==> config.mk <==
export PLATFORM = sky130hd
export DESIGN_NAME = mavg_stream
export DESIGN_NICKNAME = d
export VERILOG_FILES = /design/src/rtl/mavg_pkg.sv /design/src/rtl/mavg_delay_line.sv /design/src/rtl/mavg_stream.sv
export SDC_FILE = /design/constraint.sdc
export NUM_CORES = 1
export LEC_CHECK = 0
export CORE_MARGIN = 2
export CORE_UTILIZATION = 60
export CTS_CLUSTER_SIZE = 24
export DETAILED_ROUTE_END_ITERATION = 10
export GPL_TIMING_DRIVEN = 0
export PLACE_DENSITY = 0.9
export SLEW_MARGIN = 20
export SYNTH_ARGS = -nofsm -noshare
export SYNTH_HDL_FRONTEND = slang
export SYNTH_SLANG_ARGS = --single-unit
==> constraint.sdc <==
create_clock -name clk -period 10.55 [get_ports clk]
set_input_delay 1.055 -clock clk [delete_from_list [all_inputs] [get_ports clk]]
set_output_delay 1.055 -clock clk [all_outputs]
set_load 0.02 [all_outputs]
==> src/rtl/mavg_pkg.sv <==
// Shared sizing helpers for the streaming moving-average block.
// Sum width and rounding bias are derived here so every user sizes them identically.
package mavg_pkg;

  // Wide enough to hold N full-scale samples without wrapping.
  function automatic int sum_width(input int data_w, input int log2_n);
    return data_w + log2_n;
  endfunction

  function automatic int round_const(input int log2_n, input bit round_en);
    return round_en ? (1 << (log2_n - 1)) : 0;
  endfunction

endpackage

==> src/rtl/mavg_delay_line.sv <==
// Circular sample history of DEPTH entries.
// The read port returns the old contents at wr_ptr, i.e. the sample about to be overwritten.
module mavg_delay_line #(
  parameter int DATA_W = 16,
  parameter int DEPTH  = 4
) (
  input  logic                     clk,
  input  logic                     wr_en,
  input  logic [$clog2(DEPTH)-1:0] wr_ptr,
  input  logic [DATA_W-1:0]        wr_data,
  output logic [DATA_W-1:0]        rd_data
);

  logic [DATA_W-1:0] mem [DEPTH];

  always_ff @(posedge clk) begin
    if (wr_en) begin
      mem[wr_ptr] <= wr_data;
    end
  end

  assign rd_data = mem[wr_ptr];

endmodule

==> src/rtl/mavg_stream.sv <==
// Streaming moving average over the last 2^LOG2_N accepted samples.
// A running sum is updated per accepted sample; the output is the shifted (optionally rounded) sum.
module mavg_stream
  import mavg_pkg::*;
#(
  parameter int DATA_W      = 16,
  parameter int LOG2_N      = 2,
  parameter int SIGNED_MODE = 0,
  parameter int ROUND       = 0
) (
  input  logic              clk,
  input  logic              rst,
  input  logic              clr,
  input  logic              in_valid,
  input  logic [DATA_W-1:0] in_data,
  output logic              out_valid,
  output logic [DATA_W-1:0] out_data,
  output logic              out_full
);

  localparam int N      = 1 << LOG2_N;
  localparam int SUM_W  = sum_width(DATA_W, LOG2_N);
  localparam int FILL_W = LOG2_N + 1;
  localparam logic [SUM_W-1:0]  RND      = SUM_W'(round_const(LOG2_N, ROUND != 0));
  localparam logic [FILL_W-1:0] FILL_MAX = FILL_W'(N);

  logic [SUM_W-1:0]  sum_q, sum_d;
  logic [LOG2_N-1:0] ptr_q, ptr_d;
  logic [FILL_W-1:0] fill_q, fill_d;
  logic              out_valid_q, out_valid_d;
  logic              out_full_q, out_full_d;
  logic [DATA_W-1:0] out_data_q, out_data_d;

  logic              accept;
  logic              full;
  logic [DATA_W-1:0] x_old_raw;
  logic [DATA_W-1:0] x_old_sel;
  logic              new_sign, old_sign;
  logic [SUM_W-1:0]  x_new_ext, x_old_ext;
  logic [SUM_W-1:0]  sum_next;
  logic [SUM_W-1:0]  avg_wide;
  logic [DATA_W-1:0] avg_data;

  assign accept = in_valid & ~clr;
  assign full   = (fill_q == FILL_MAX);

  mavg_delay_line #(
    .DATA_W (DATA_W),
    .DEPTH  (N)
  ) u_delay (
    .clk     (clk),
    .wr_en   (accept),
    .wr_ptr  (ptr_q),
    .wr_data (in_data),
    .rd_data (x_old_raw)
  );

  // During warm-up the slot being overwritten holds no real sample, so it contributes zero.
  assign x_old_sel = full ? x_old_raw : '0;
  assign new_sign  = (SIGNED_MODE != 0) & in_data[DATA_W-1];
  assign old_sign  = (SIGNED_MODE != 0) & x_old_sel[DATA_W-1];
  assign x_new_ext = {{LOG2_N{new_sign}}, in_data};
  assign x_old_ext = {{LOG2_N{old_sign}}, x_old_sel};

  // The true window sum and its biased form always fit SUM_W bits, so modular adds are exact.
  assign sum_next = sum_q + x_new_ext - x_old_ext;
  assign avg_wide = sum_next + RND;

  always_comb begin
    if (SIGNED_MODE != 0) begin
      avg_data = DATA_W'($signed(avg_wide) >>> LOG2_N);
    end else begin
      avg_data = DATA_W'(avg_wide >> LOG2_N);
    end
  end

  always_comb begin
    sum_d       = sum_q;
    ptr_d       = ptr_q;
    fill_d      = fill_q;
    out_data_d  = out_data_q;
    out_full_d  = out_full_q;
    out_valid_d = 1'b0;
    if (clr) begin
      sum_d      = '0;
      ptr_d      = '0;
      fill_d     = '0;
      out_full_d = 1'b0;
    end else if (in_valid) begin
      sum_d       = sum_next;
      ptr_d       = ptr_q + 1'b1;
      fill_d      = full ? fill_q : fill_q + 1'b1;
      out_data_d  = avg_data;
      out_valid_d = 1'b1;
      out_full_d  = (fill_d == FILL_MAX);
    end
  end

  always_ff @(posedge clk or posedge rst) begin
    if (rst) begin
      sum_q       <= '0;
      ptr_q       <= '0;
      fill_q      <= '0;
      out_data_q  <= '0;
      out_full_q  <= 1'b0;
      out_valid_q <= 1'b0;
    end else begin
      sum_q       <= sum_d;
      ptr_q       <= ptr_d;
      fill_q      <= fill_d;
      out_data_q  <= out_data_d;
      out_full_q  <= out_full_d;
      out_valid_q <= out_valid_d;
    end
  end

  assign out_valid = out_valid_q;
  assign out_data  = out_data_q;
  assign out_full  = out_full_q;

endmodule

==> out/results.ini <==
[grt]
first_global_vias = 3502
globalRouteOverflowTotal = 0
antenna_found_initial = 0
grt_first_pass_wirelength_um = 17600
grt_max_degree = 30
grt_usage_pct = 22.8

[layout]
final_nets = 562
diodes = 0
synthToLayoutAreaGrowth_pct = 12.7
fillCellCount = 642
layout-drive-gt1-share_pct = 10.7
post-route-util_pct = 68.9

[run]
cap_violations = 0

[floorplan]
dieWidth_um = 100
fp.dieH_um = 100
die_area_um2 = 10100
pin_count = 38
rows = 35
coreArea_um2 = 9110
start_util_pct = 61.1

[power]
seqPwrFrac_pct = 36.7
power_frac_comb_pct = 45.7
intPower_w = 0.000904
clockPowerShare_pct = 17.6
total_power_w = 0.00145
power_density_nw_per_um2 = 232
switching_share_pct = 37.8
leakage_nw = 2.67
switchingPower_w = 0.000549
peakVddDrop_uv = 102

[logic_synthesis]
yosys_warnings = 0
syn_nets = 515
synth_area_leader_cell = edfxtp_1
ys_seq_area_share_pct = 53.0
netlist_instances = 455
synthTopCellsByArea = edfxtp_1 35%, dfrtp_1 18%, mux4_2 6.5%
ys_dominant_reg_cell = edfxtp_1
async_flop_share_pct = 39.0
synth_seq_cells = 105
ys_top_cells_by_count = 76 x inv_1, 64 x edfxtp_1, 41 x dfrtp_1
postSynthAreaPerCell_um2 = 12.2
yosysMostFrequentCell = inv_1
syn-cell-area_um2 = 5560
yosysTopAreaCellShare_pct = 34.5
synth_cell_types = 49
synth-edff-count = 64

[clock_tree]
cts_setup_buffers = 0
cts_hold_buf = 0
insertion_delay_ns = 0.37
clk_pin_slew_ns = 0.10
cts_tree = built
clkSinkCount = 105
cts_buffers = 9
cts-resized-gates = 0
clock_path_buffers = 2
cts_root_buf = clkbuf_8
h-tree-depth = 3

[route]
drt_iter0_drc = 159
wire_per_inst_um = 16.8
drt-met1-wl_um = 4770
drtAntennaViolNets = 0
finalWirelength_um = 10400
drc = 0
wl_met3_um = 445
vias = 3455
wl_met2_um = 4960
first_pass_iters = 5
drt-vias-per-instance = 5.60
top_layer_used = met4

[placed_design]
gp_congestion = 0.862
post-dp-hpwl_um = 7810
io_buffer_count = 35

[timing]
worst_pin_slew_ns = 0.863
post-route-period-util_pct = 41.7
relSlewSlack_pct = 42.4
rsz0062_at_grt = false
finalHoldViolCount = 0
finalCriticalPeriod_ns = 4.40
slew_viol_final = 0
fin_setup_tns_ns = 0
max_freq_mhz = 228
finClkSkew_ns = 0.0155
setup_viol = 0

[worst_setup_path]
cp_max_fo = 10
worstPathRequired_ns = 10.84
cp-start-kind = flip-flop
crit_type = reg -> reg
crit_path_end_kind = flip-flop
crit_arrival_ns = 4.69

[outcome]
status = complete, no violations

[worst_hold_path]
hp-class = reg -> reg

area by class of cell:
cell class / count / area, um2 / area share (%)
flip-flops and latches: 105 / 2950 / 47.0
multi-input cells: 257 / 2230 / 35.6
repair buffers: 36 / 370 / 5.90
inverters: 76 / 285 / 4.55
well taps: 111 / 139 / 2.21
clock buffers: 9 / 124 / 1.97
plain buffers: 17 / 98.8 / 1.58
clock inverters: 6 / 75.1 / 1.20
layout by cell type, fill, tap and decap left out, types with 2 or more instances in the layout:
cell / n
a31oi_1: 4
xor2_1: 7
a22o_1: 2
o21a_1: 2
nand2_1: 40
and3_1: 5
ha_1: 24
mux4_2: 16
a211oi_1: 4
inv_6: 2
clkdlybuf4s50_1: 35
clkbuf_1: 8
mux2i_1: 10
fa_1: 16
o211ai_1: 3
mux2_2: 4
dfrtp_1: 41
o21ai_1: 2
o22ai_1: 2
edfxtp_1: 64
o21ai_0: 12
clkbuf_8: 9
nor2_1: 25
nor2b_1: 17
inv_1: 75
xnor2_1: 10
a21o_2: 2
nand3_1: 5
buf_2: 3
a21o_1: 12
buf_6: 4
a21oi_1: 12
nor3_1: 4
state kept, by name (all words and copies together), names as in the netlist:
signal       cells
fill_q           3
out_data        16
ptr_q            2
sum_q           18
u_delay.mem     64
out_full         1
out_valid        1
kinds of logic after synthesis:
kind of cell    count (synthesis)  share of synthesized area (%)
compound gates                 66                           8.39
xor+xnor                       17                           2.68
fa+ha+maj                      40                           11.2
buf+inv                        93                           6.90
flops                         105                           53.0
mux                            30                           9.08
simple gates                  104                           8.82
through the flow:
step / hold slack [ns] / std cells / worst slack, ns / instance area, um2
2_1_floorplan: 0.446 / 455 / 6.65 / 5560
3_3_place_gp: 0.451 / 601 / 6.27 / 6050
3_5_place_dp: 0.466 / 602 / 6.22 / 6070
4_1_cts: 0.491 / 617 / 6.16 / 6270
5_1_grt: 0.512 / 617 / 5.94 / 6270
6_report: 0.483 / 617 / 6.15 / 6270
layer usage:
layer / GRT usage (%) / vias to the layer above
li1: - / 1651
met1: 33.0 / 1675
met2: 36.6 / 110
met3: 2.23 / 19
met4: 8.43 / 0
met5: 0 / -
worst max-delay path, stage by stage (launching register included):
cell and delay [ns]:
dfrtp_1 0.39, clkbuf_1 0.42, buf_1 0.53, mux4_2 0.39, nor2b_1 0.15, fa_1 0.50, inv_1 0.05, ha_1 0.29
buf_6 0.14, a21o_1 0.20, a21o_1 0.19, a21o_1 0.17, a21o_1 0.20, o21ai_0 0.19, mux2_2 0.38, o21ai_1 0.12
final timing paths:
check	slack, ns	depth (start not counted)	from	endpoint
setup / recovery	6.15	15	ptr_q[1]	sum_q[16]
hold / removal	0.48	2	out_data[2]	out_data[2]
setup reg to reg	6.15	15	ptr_q[1]	sum_q[16]
hold reg to reg	0.48	2	out_data[2]	out_data[2]
max in group asynchronous	9.16	3	rst	out_data[6]
min in group asynchronous	0.94	2	rst	out_data[2]
power groups by stage:
stage          combinational (W)  clock (W)  sequential (W)
2_1_floorplan           0.000445          0        0.000570
3_3_place_gp            0.000635          0        0.000537
3_5_place_dp            0.000656          0        0.000542
4_1_cts                 0.000661   0.000256        0.000534
5_1_grt                 0.000742   0.000271        0.000540
6_report                0.000664   0.000255        0.000534
Note: power is estimated with default switching activity, not from simulation.
